**src/rtl/loteria_pkg.sv**
```systemverilog
// Shared types and helpers for the multi-player lottery block.
// State encoding, prize codes and the match-count to prize mapping.
package loteria_pkg;

  typedef enum logic [1:0] {
    ST_BET  = 2'd0,
    ST_DRAW = 2'd1,
    ST_EVAL = 2'd2,
    ST_DONE = 2'd3
  } state_t;

  localparam logic [1:0] PRZ_NONE = 2'd0;
  localparam logic [1:0] PRZ_LOW  = 2'd1;
  localparam logic [1:0] PRZ_MID  = 2'd2;
  localparam logic [1:0] PRZ_TOP  = 2'd3;

  function automatic logic [1:0] prize_of(
    input logic [3:0] m,
    input int         picks
  );
    if (int'(m) == picks)
      return PRZ_TOP;
    else if (int'(m) == picks - 1)
      return PRZ_MID;
    else if (int'(m) == picks - 2)
      return PRZ_LOW;
    else
      return PRZ_NONE;
  endfunction

endpackage

```
**src/rtl/loteria_match.sv**
```systemverilog
// Counts how many entries of one ticket appear anywhere in the draw.
// Purely combinational; shared across players by the parent.
module loteria_match
  import loteria_pkg::*;
#(
  parameter int NUM_W = 4,
  parameter int PICKS = 4
) (
  input  logic [PICKS*NUM_W-1:0] ticket,
  input  logic [PICKS*NUM_W-1:0] draw,
  output logic [3:0]             m
);

  logic hit;

  always_comb begin
    m   = '0;
    hit = 1'b0;
    for (int i = 0; i < PICKS; i++) begin
      hit = 1'b0;
      for (int j = 0; j < PICKS; j++) begin
        if (ticket[i*NUM_W +: NUM_W] == draw[j*NUM_W +: NUM_W])
          hit = 1'b1;
      end
      m = m + {3'b000, hit};
    end
  end

endmodule

```
**src/rtl/loteria_multi.sv**
```systemverilog
// Multi-player lottery: ticket entry, draw entry, per-player scoring.
// One match unit is time-shared, one player per EVAL cycle.
module loteria_multi
  import loteria_pkg::*;
#(
  parameter int NUM_W   = 4,
  parameter int PICKS   = 4,
  parameter int PLAYERS = 2,
  parameter int SCORE_W = 5
) (
  input  logic                       clock,
  input  logic                       reset,
  input  logic [NUM_W-1:0]           numero,
  input  logic                       insere,
  input  logic                       fim,
  input  logic                       fim_jogo,
  output logic [2*PLAYERS-1:0]       premio,
  output logic [SCORE_W*PLAYERS-1:0] pontos,
  output logic [1:0]                 estado,
  output logic [2:0]                 jogador,
  output logic                       pronto,
  output logic                       dup_err,
  output logic                       result_valid
);

  localparam int TW = PICKS * NUM_W;

  state_t state, state_nx;

  logic [TW-1:0]              tick_q [PLAYERS];
  logic [TW-1:0]              draw_q;
  logic [2:0]                 idx;
  logic [2:0]                 jog;
  logic [2:0]                 ecnt;
  logic [2*PLAYERS-1:0]       premio_q;
  logic [SCORE_W*PLAYERS-1:0] pontos_q;
  logic                       dup_q;

  logic [TW-1:0]      cur;
  logic [TW-1:0]      eval_tk;
  logic [SCORE_W-1:0] cur_pts;
  logic [SCORE_W:0]   sum;
  logic [SCORE_W-1:0] new_pts;
  logic [3:0]         m;
  logic [1:0]         prz;
  logic               dup;
  logic               acc;
  logic               rej;
  logic               clr;
  logic               last_pick;

  loteria_match #(
    .NUM_W (NUM_W),
    .PICKS (PICKS)
  ) u_match (
    .ticket (eval_tk),
    .draw   (draw_q),
    .m      (m)
  );

  assign pronto    = (state == ST_BET) || (state == ST_DRAW);
  assign clr       = fim || (fim_jogo && state != ST_EVAL);
  assign last_pick = (idx == 3'(PICKS - 1));
  assign acc       = insere && pronto && !dup && !clr;
  assign rej       = insere && pronto && dup && !clr;
  assign prz       = prize_of(m, PICKS);

  // Only entries below idx are live; cleared slots must not match.
  always_comb begin
    cur = draw_q;
    if (state == ST_BET) begin
      cur = '0;
      for (int p = 0; p < PLAYERS; p++)
        if (jog == 3'(p)) cur = tick_q[p];
    end
    dup = 1'b0;
    for (int j = 0; j < PICKS; j++)
      if (3'(j) < idx && cur[j*NUM_W +: NUM_W] == numero)
        dup = 1'b1;
  end

  always_comb begin
    eval_tk = '0;
    cur_pts = '0;
    for (int p = 0; p < PLAYERS; p++) begin
      if (ecnt == 3'(p)) begin
        eval_tk = tick_q[p];
        cur_pts = pontos_q[p*SCORE_W +: SCORE_W];
      end
    end
    sum     = {1'b0, cur_pts} + (SCORE_W+1)'(prz);
    new_pts = sum[SCORE_W] ? '1 : sum[SCORE_W-1:0];
  end

  always_comb begin
    state_nx = state;
    if (clr) begin
      state_nx = ST_BET;
    end else begin
      unique case (state)
        ST_BET:
          if (acc && last_pick && jog == 3'(PLAYERS - 1))
            state_nx = ST_DRAW;
        ST_DRAW:
          if (acc && last_pick) state_nx = ST_EVAL;
        ST_EVAL:
          if (ecnt == 3'(PLAYERS - 1)) state_nx = ST_DONE;
        default: ;
      endcase
    end
  end

  always_ff @(posedge clock or negedge reset) begin
    if (!reset) state <= ST_BET;
    else        state <= state_nx;
  end

  always_ff @(posedge clock or negedge reset) begin
    if (!reset) begin
      for (int p = 0; p < PLAYERS; p++) tick_q[p] <= '0;
      draw_q   <= '0;
      idx      <= '0;
      jog      <= '0;
      ecnt     <= '0;
      premio_q <= '0;
      pontos_q <= '0;
      dup_q    <= 1'b0;
    end else begin
      dup_q <= rej;
      if (clr) begin
        for (int p = 0; p < PLAYERS; p++) tick_q[p] <= '0;
        draw_q   <= '0;
        idx      <= '0;
        jog      <= '0;
        ecnt     <= '0;
        premio_q <= '0;
        if (fim) pontos_q <= '0;
      end else begin
        unique case (state)
          ST_BET: begin
            if (acc) begin
              for (int p = 0; p < PLAYERS; p++)
                for (int j = 0; j < PICKS; j++)
                  if (jog == 3'(p) && idx == 3'(j))
                    tick_q[p][j*NUM_W +: NUM_W] <= numero;
              if (last_pick) begin
                idx <= '0;
                jog <= jog + 3'd1;
              end else begin
                idx <= idx + 3'd1;
              end
            end
          end
          ST_DRAW: begin
            if (acc) begin
              for (int j = 0; j < PICKS; j++)
                if (idx == 3'(j))
                  draw_q[j*NUM_W +: NUM_W] <= numero;
              idx <= last_pick ? 3'd0 : idx + 3'd1;
            end
          end
          ST_EVAL: begin
            for (int p = 0; p < PLAYERS; p++) begin
              if (ecnt == 3'(p)) begin
                premio_q[2*p +: 2]             <= prz;
                pontos_q[p*SCORE_W +: SCORE_W] <= new_pts;
              end
            end
            ecnt <= (ecnt == 3'(PLAYERS - 1)) ? 3'd0 : ecnt + 3'd1;
          end
          default: ;
        endcase
      end
    end
  end

  assign premio       = premio_q;
  assign pontos       = pontos_q;
  assign estado       = state;
  assign jogador      = jog;
  assign dup_err      = dup_q;
  assign result_valid = (state == ST_DONE);

endmodule

```
**config.mk**
```make
export PLATFORM = sky130hd
export DESIGN_NAME = loteria_multi
export DESIGN_NICKNAME = d
export VERILOG_FILES = /design/src/rtl/loteria_pkg.sv /design/src/rtl/loteria_match.sv /design/src/rtl/loteria_multi.sv
export SDC_FILE = /design/constraint.sdc
export NUM_CORES = 1
export LEC_CHECK = 0
export BUFFER_PORTS_ARGS = -buffer_cell sky130_fd_sc_hd__buf_2
export CAP_MARGIN = 20
export CORE_MARGIN = 10
export CORE_UTILIZATION = 65
export DETAILED_ROUTE_END_ITERATION = 7
export GPL_TIMING_DRIVEN = 0
export PLACE_DENSITY = 0.84
export SKIP_CTS_REPAIR_TIMING = 1
export SLEW_MARGIN = 20
export SYNTH_ARGS = -nofsm -noshare
export SYNTH_HDL_FRONTEND = slang
export SYNTH_SLANG_ARGS = --single-unit
```
**constraint.sdc**
```tcl
create_clock -name clock -period 9.43 [get_ports clock]
set_clock_uncertainty 0.15 [all_clocks]
set_input_delay 0.943 -clock clock [delete_from_list [all_inputs] [get_ports clock]]
set_output_delay 0.943 -clock clock [all_outputs]
set_load 0.03 [all_outputs]
```
==> reports/results.ini, run 1 <==
[outcome]
status = finished clean

[route]
drt-vias-per-instance = 6.53
dr.pass1.iters = 6
wl_um = 14700
first_iter_violations = 607
via_count = 4561
ant_nets = 0
drc_errors = 0
wire_per_inst_um = 21.0

[timing]
slew_headroom = 0.517
slew_violations = 0
setup_viol = 0
rsz0062_at_grt = false
setup_tns_ns = 0
finalCriticalPeriod_ns = 5.82
final.period_utilization = 0.618
worst_pin_slew_ns = 0.725
max_freq_ghz = 0.172
hold_violations = 0

[run]
maxCapViolCount = 0

[die]
num_rows = 32
die_w_um = 108
coreArea_um2 = 7650
start_util = 0.661
ios = 31
die_h_um = 108
die-area_um2 = 11700

[cts]
h-tree-depth = 3
cts_root_buffer = clkbuf_8
clk_path_buf_depth = 2
cts_tree = built
numCtsBuffers = 9
insertion_delay_ns = 0.36
cts.sinks = 74
clkTransAtPathRegs_ns = 0.09

[power_and_ir_drop]
switching_share = 0.255
p_leak_nw = 2.42
p_seq_frac = 0.507
ir_worst_vdd_mv = 0.0962
p_comb_frac = 0.073
p_sw_w = 0.000161
p_clk_frac = 0.420
p_int_w = 0.000469
p_per_area_nw_per_um2 = 113

[yosys]
syn_inst = 553
yosys_warnings = 0
synth_area_leader_cell = dfrtp_1
ys_async_sr_fraction = 1.00
yosys-top-cells-area = dfrtp_1 (37%), xor2_1 (11%), ha_1 (3.7%), nand3_1 (3.6%), nor2_1 (3.1%)
ys_seq_elements = 74
synth_most_common_cell = dfrtp_1
yosysUniqueCellTypes = 53
synth-edff-count = 0
syn_nets = 579
ys_seq_area_frac = 0.366
netlist.area_leader.share = 0.366
synthFlopType = dfrtp_1
syn_avg_cell_area_um2 = 9.15
synth_common_cells = dfrtp_1 (74), xor2_1 (66), nor2_1 (42)
syn_area_um2 = 5060

[grt]
grt_pass1_vias = 4493
antenna_found_initial = 0
grt_max_degree = 40
grt_pass1_wl_um = 23500
track_usage = 0.254
grt-ovfl-total = 0

[layout]
nets = 617
nFillCells = 578
design_area_um2 = 5550
multi_input_area_um2 = 2910
drive_above_1_share = 0.129
n_antenna_cell = 0
regArea_um2 = 1850
area_growth_pct = 9.75

[hold_path]
hold_path.class = reg -> reg

[worst_setup_path]
critPathLaunchType = register
critPathKind = reg -> reg
end_kind = register
cp_data_required_time_ns = 9.56
arrival_ns = 5.95
path_max_fanout = 10

[placement]
port_buffers = 26
routabilityCongestion = 0.993
dp_hpwl_um = 10800
post_dp_cell_area_um2 = 5340

[layout make-up]
type | count | share of cell area
multi-input cells | 414 | 0.523
flip-flops and latches | 74 | 0.334
plain buffers | 53 | 0.0460
repair buffers | 27 | 0.0275
clock buffers | 11 | 0.0273
well taps | 102 | 0.0230
clock inverters | 5 | 0.0110
inverters | 12 | 0.00812
[per-stage QoR]
| step | worst slack [ns] | total power (W) | hold slack (ns) | utilization | instances |
|---|---|---|---|---|---|
| finish | 3.61 | 0.000630 | 0.370 | 0.726 | 698 |
| global route | 3.27 | 0.000645 | 0.401 | 0.726 | 698 |
| CTS | 3.79 | 0.000628 | 0.377 | 0.726 | 698 |
| detailed placement | 3.81 | 0.000370 | 0.356 | 0.698 | 682 |
| global placement | 3.98 | 0.000368 | 0.347 | 0.695 | 681 |
| floorplan | 4.83 | 0.000352 | 0.337 | - | 553 |
[cell families after synthesis]
family	count (synthesis)	synth area share
flip-flops	74	0.366
multiplexers	12	0.0242
XOR/XNOR	84	0.145
adder cells (fa/ha/maj)	17	0.0450
buffers and inverters	65	0.0594
AND/OR/NAND/NOR	186	0.197
AO/OA/AOI/OAI	115	0.162
[sequential cells by signal, summed over array words and instances, names as in the netlist, 2 cells and up]
name,flops
tick_q,32
draw_q,16
pontos,10
premio,4
ecnt,3
idx,3
jogador,3
estado,2
[path summary, 6_finish.rpt]
path	startpoint	end	slack, ns	cells past startpoint
setup reg to reg	ecnt[0]	pontos[7]	3.61	18
min in group asynchronous	reset	draw_q[15]	0.40	1
hold / removal	pontos[4]	pontos[4]	0.37	2
max in group asynchronous	reset	tick_q[14]	8.16	2
setup / recovery	ecnt[0]	pontos[7]	3.61	18
hold reg to reg	pontos[4]	pontos[4]	0.37	2
[cell usage in the layout (no fill, tap or decap), types with 4 or more instances in the layout]
| cell | n |
|---|---|
| and4b_1 | 6 |
| xnor2_1 | 18 |
| o21ai_0 | 24 |
| nor3b_1 | 4 |
| clkbuf_1 | 26 |
| a22oi_1 | 19 |
| dfrtp_1 | 74 |
| o21ai_1 | 13 |
| buf_2 | 37 |
| nor2b_1 | 4 |
| clkbuf_8 | 11 |
| nand2_1 | 29 |
| xor2_1 | 66 |
| a21oi_1 | 10 |
| nand4_1 | 20 |
| ha_1 | 15 |
| mux2i_1 | 10 |
| or3_1 | 11 |
| nand3_1 | 36 |
| a211oi_1 | 7 |
| a221oi_1 | 6 |
| a31o_1 | 12 |
| buf_1 | 8 |
| nor2_1 | 42 |
| a222oi_1 | 8 |
| and2_1 | 8 |
| nor3_1 | 5 |
| inv_1 | 12 |
[power by group through the flow]
stage | sequential, W | combinational (W) | clock [W]
floorplan | 0.000325 | 0.0000263 | 0
global placement | 0.000326 | 0.0000424 | 0
detailed placement | 0.000326 | 0.0000447 | 0
CTS | 0.000319 | 0.0000450 | 0.000264
global route | 0.000320 | 0.0000495 | 0.000276
finish | 0.000319 | 0.0000459 | 0.000264
[critical path, stage by stage, from the launching register on]
cell and delay [ns]:
dfrtp_1 0.44, nor3b_1 0.57, clkbuf_1 0.58, a22oi_1 0.38
xor2_1 0.24, nand4_1 0.15, nand4_1 0.15, ha_1 0.33
fa_1 0.40, ha_1 0.34, nor2b_1 0.15, a21oi_1 0.26
inv_1 0.13, ha_1 0.29, a21oi_1 0.07, or2_2 0.30
nor3b_1 0.39, o21ai_0 0.21, o21ai_0 0.21
[per-layer routing]
| layer | wire length, um | GRT usage | vias to the layer above |
|---|---|---|---|
| li1 | - | - | 2049 |
| met1 | 5820 | 0.326 | 2173 |
| met2 | 6840 | 0.399 | 274 |
| met3 | 1480 | 0.0535 | 65 |
| met4 | 516 | 0.123 | 0 |
| met5 | 0 | 0 | - |
Note: power is estimated with default switching activity, not from simulation.
==> run 2: changes to the inputs <==
Settings changed: CORE_UTILIZATION 65 to 56, PLACE_DENSITY 0.84 to 0.77.
Clock period 9.43 ns to 4.65 ns, I/O delays scaled along.
==> reports/results.ini, run 2 (synthesis gave the netlist of run 1 again) <==
[timing]
slew_headroom = 0.542
finalCriticalPeriod_ns = 4.51
worst_pin_slew_ns = 0.687
hold_violations = 0
max_freq_ghz = 0.222
worst_hold_slack_ns = 0.320
final.period_utilization = 0.969
setup_viol = 0
fin_ws_ns = 0.144
slew_violations = 0

[worst_setup_path]
arrival_ns = 4.67
r2r_setup_slack_ns = 0.14
path_max_fanout = 5
cp_cell_sequence = nor3b_4 > buf_6 > a22oi_2 > buf_4 > xor2_1 > nand4_1 > nand4_1 > ha_1 > fa_2 > ha_4 > nor2b_1 > a21oi_2 > inv_1 > ha_1 > a21oi_1 > or2_4 > nor3_2 > a211oi_2 > mux2_2
ff2ff_path_depth = 19
critPathKind = reg -> reg
path_buf_inv = 3
reg2reg_to = pontos[3]
cp_data_required_time_ns = 4.81
end_kind = register
critPathLaunchType = register
cp_slowest_cell = dfrtp_2
cpPeakStageDelay_ns = 0.47
crit_family = adder cells
r2r_start = ecnt[1]

[grt]
track_usage = 0.225
grt_max_degree = 58
antenna_found_initial = 0
grt_pass1_wl_um = 23400
grt-ovfl-total = 0
grt_pass1_vias = 4371

[power_and_ir_drop]
p_seq_frac = 0.514
p_clk_frac = 0.410
ir_worst_vdd_mv = 0.135
p_leak_nw = 2.51
p_sw_w = 0.000337
p_comb_frac = 0.075
p_int_w = 0.000922
power_w = 0.00126
p_per_area_nw_per_um2 = 218
switching_share = 0.267

[layout]
mostFrequentLayoutCells = dfrtp_1 (71), xor2_1 (66), nor2_1 (42)
largest_reg_flops = 32
nFillCells = 706
n_antenna_cell = 0
area_growth_pct = 14.3
final_common_cell = dfrtp_1
largest_register = tick_q
drive_above_1_share = 0.185
nets = 628

[cts]
clkTransAtPathRegs_ns = 0.09
cts_tree = built
h-tree-depth = 3
cts.sinks = 74
insertion_delay_ns = 0.37
clk_path_buf_depth = 2
numCtsBuffers = 9
cts_root_buffer = clkbuf_8

[die]
num_rows = 34
die_w_um = 115
start_util = 0.577
die_h_um = 115
coreArea_um2 = 8760
die-area_um2 = 13200
ios = 31

[hold_path]
min-delay-start = fim_jogo
holdPathStages = 4
hold_path.class = in -> reg
hold_end = ecnt[1]

[outcome]
status = finished clean

[placement]
routabilityCongestion = 0.978
pre_cts_slack_ns = -0.938
dp_hpwl_um = 10800
port_buffers = 26

[route]
wl_um = 15100
drt-vias-per-instance = 6.38
wire_per_inst_um = 21.2
drc_errors = 0
ant_nets = 0
via_count = 4561
first_iter_violations = 568
dr.pass1.iters = 5

[run]
maxCapViolCount = 0

-- run 2: cell count changes in the layout (fill, tap and decap cells not counted), moves of 3 or more --
cell,delta
buf_6,+4
buf_4,+9
clkbuf_1,-3
a22oi_2,+8
dfrtp_2,+3
o21ai_0,-3
a211oi_2,+4
dfrtp_1,-3
o21ai_1,+3
a211oi_1,-4
a22oi_1,-8
-- run 2: worst max-delay path by stage --
stage / slack, ns / endpoint / cells past startpoint / startpoint
CTS: -0.99 / pontos[7] / 18 / ecnt[2]
finish: 0.14 / pontos[3] / 19 / ecnt[1]
floorplan: 0.05 / pontos[0] / 18 / ecnt[2]
global placement: -0.86 / pontos[7] / 18 / ecnt[2]
global route: -0.04 / pontos[6] / 19 / ecnt[1]
detailed placement: -0.94 / pontos[7] / 18 / ecnt[2]
-- run 2: power groups by stage --
stage	clock, W	combinational, W	sequential [W]
after floorplan	0	0.0000533	0.000660
after global placement	0	0.0000861	0.000660
after detailed placement	0	0.0000914	0.000660
after CTS	0.000516	0.0000917	0.000647
after global routing	0.000538	0.000103	0.000648
final	0.000516	0.0000949	0.000648
-- run 2: area by class of cell --
class | count | area, um2 | area share
multi-input cells | 414 | 3030 | 0.523
flip-flops and latches | 74 | 1860 | 0.321
plain buffers | 53 | 285 | 0.0493
repair buffers | 38 | 243 | 0.0420
well taps | 108 | 135 | 0.0234
clock buffers | 10 | 128 | 0.0221
clock inverters | 6 | 65.1 | 0.0113
inverters | 12 | 45.0 | 0.00779
-- run 2: worst min-delay path: cells and delay by family --
family | cells | cell delay, ns
AOI/OAI and AO/OA | 1 | 0.14
buffers and inverters | 1 | 0.10
and+or+nand+nor | 2 | 0.11
-- run 2: layer usage --
layer  track usage  wire [um]
met2         0.344       7060
met1         0.301       6240
met3        0.0552       1480
met5             0          0
met4        0.0825        351
-- run 2: through the flow --
step | cell area (um2) | util | std cells | setup TNS [ns]
finish | 5780 | 0.660 | 715 | 0
global route | 5780 | 0.660 | 715 | -0.0972
CTS | 5550 | 0.633 | 704 | -8.03
detailed placement | 5350 | 0.611 | 688 | -7.64
global placement | 5320 | 0.607 | 687 | -7.20
floorplan | 5060 | - | 553 | 0
==> run 3: changes to the inputs <==
Settings changed: RECOVER_POWER set to 100.
==> reports/results.ini, run 3 (synthesis gave the netlist of run 1 again) <==
[outcome]
status = finished clean

[worst_setup_path]
cp_cell_sequence = nor3b_4 > buf_6 > a22oi_2 > buf_4 > xor2_1 > nand4_1 > nand4_1 > ha_1 > fa_2 > ha_4 > nor2b_1 > a21oi_2 > inv_1 > ha_1 > a21oi_1 > or2_4 > nor3_2 > a211oi_2 > mux2_2
critPathKind = reg -> reg
r2r_start = ecnt[1]
cp_slowest_cell = dfrtp_2
critPathLaunchType = register
arrival_ns = 4.70
crit_path_start = ecnt[1]
end_kind = register
path_buf_inv = 3
crit_family = adder cells
cpPeakStageDelay_ns = 0.47
path_max_fanout = 5
cp_data_required_time_ns = 4.81

[cts]
insertion_delay_ns = 0.36
clkTransAtPathRegs_ns = 0.09
clk_path_buf_depth = 2
cts_root_buffer = clkbuf_8
h-tree-depth = 3
numCtsBuffers = 9
cts_tree = built
cts.sinks = 74

[power_and_ir_drop]
p_int_w = 0.000922
ir_worst_vdd_mv = 0.137
power_w = 0.00126
p_seq_frac = 0.516
p_sw_w = 0.000333
p_clk_frac = 0.409
p_leak_nw = 2.40
p_per_area_nw_per_um2 = 218
p_comb_frac = 0.075
switching_share = 0.266

[route]
ant_nets = 0
dr.pass1.iters = 6
drt-vias-per-instance = 6.38
first_iter_violations = 577
via_count = 4563
wl_um = 15200
wire_per_inst_um = 21.3
drc_errors = 0

[die]
coreArea_um2 = 8760
die_w_um = 115
ios = 31
die_h_um = 115
start_util = 0.577
die-area_um2 = 13200
num_rows = 34

[grt]
track_usage = 0.225
grt-ovfl-total = 0
grt_pass1_wl_um = 23400
antenna_found_initial = 0
grt_max_degree = 58
grt_pass1_vias = 4371

[placement]
routabilityCongestion = 0.978
dp_hpwl_um = 10800
port_buffers = 26
dp_cells = 688

[layout]
drive_above_1_share = 0.145
area_growth_pct = 13.7
largest_register = tick_q
largest_reg_flops = 32
stdcell_count = 715
mostFrequentLayoutCells = dfrtp_1 (71), xor2_1 (66), clkbuf_1 (48)
n_antenna_cell = 0
final_common_cell = dfrtp_1
nets = 628

[hold_path]
hold_path.class = in -> reg
min-delay-start = fim_jogo

[timing]
setup_viol = 0
worst_pin_slew_ns = 1.07
max_freq_ghz = 0.220
slew_headroom = 0.288
final.period_utilization = 0.977
hold_violations = 0
finalCriticalPeriod_ns = 4.54
slew_violations = 0

[run]
maxCapViolCount = 0

## run 3: tightest hold or removal path, cell delays in order
cell and delay [ns]:
buf_2 0.10, nor2_1 0.06, a21oi_1 0.14, nor2_1 0.05
## run 3: worst paths after layout
| check | endpoint | slack, ns | depth (start not counted) |
|---|---|---|---|
| worst max-delay path | pontos[3] | 0.11 | 19 |
| worst min-delay path | ecnt[1] | 0.32 | 4 |
| worst max register to register | pontos[3] | 0.11 | 19 |
| worst min register to register | pontos[4] | 0.37 | 2 |
| max in group asynchronous | tick_q[17] | 2.85 | 3 |
| min in group asynchronous | tick_q[10] | 0.67 | 2 |
## run 3: stage by stage
stage               worst slack (ns)  utilization  hold WS (ns)  TNS (ns)  cell area (um2)
floorplan                     0.0455            -        0.0194         0             5060
global placement              -0.862        0.607         0.336     -7.20             5320
detailed placement            -0.938        0.611         0.210     -7.64             5350
CTS                           -0.991        0.633        -0.176     -8.03             5550
global route                 -0.0421        0.656         0.365   -0.0971             5750
finish                         0.108        0.656         0.324         0             5750
## run 3: final cells by class
| cell class | count | area, um2 |
|---|---|---|
| multi-input combinational | 414 | 3030 |
| timing repair buffer | 38 | 213 |
| tap | 108 | 135 |
| sequential | 74 | 1860 |
| clock buffer | 10 | 128 |
| inverter | 12 | 45.0 |
| buffer | 53 | 283 |
| clock inverter | 6 | 65.1 |
| fill | 724 | 3010 |
## run 3: power groups by stage
stage	clock, W	combinational (W)	sequential, W
floorplan	0	0.0000533	0.000660
global placement	0	0.0000861	0.000660
detailed placement	0	0.0000914	0.000660
CTS	0.000516	0.0000917	0.000647
global route	0.000538	0.000102	0.000648
finish	0.000513	0.0000945	0.000648
## run 3: routing by layer
| layer | wire (um) | global-route usage | vias up |
|---|---|---|---|
| met1 | 6280 | 0.301 | 2211 |
| met2 | 7010 | 0.344 | 242 |
| met4 | 407 | 0.0825 | 0 |
| li1 | - | - | 2069 |
| met5 | 0 | 0 | - |
| met3 | 1520 | 0.0552 | 41 |
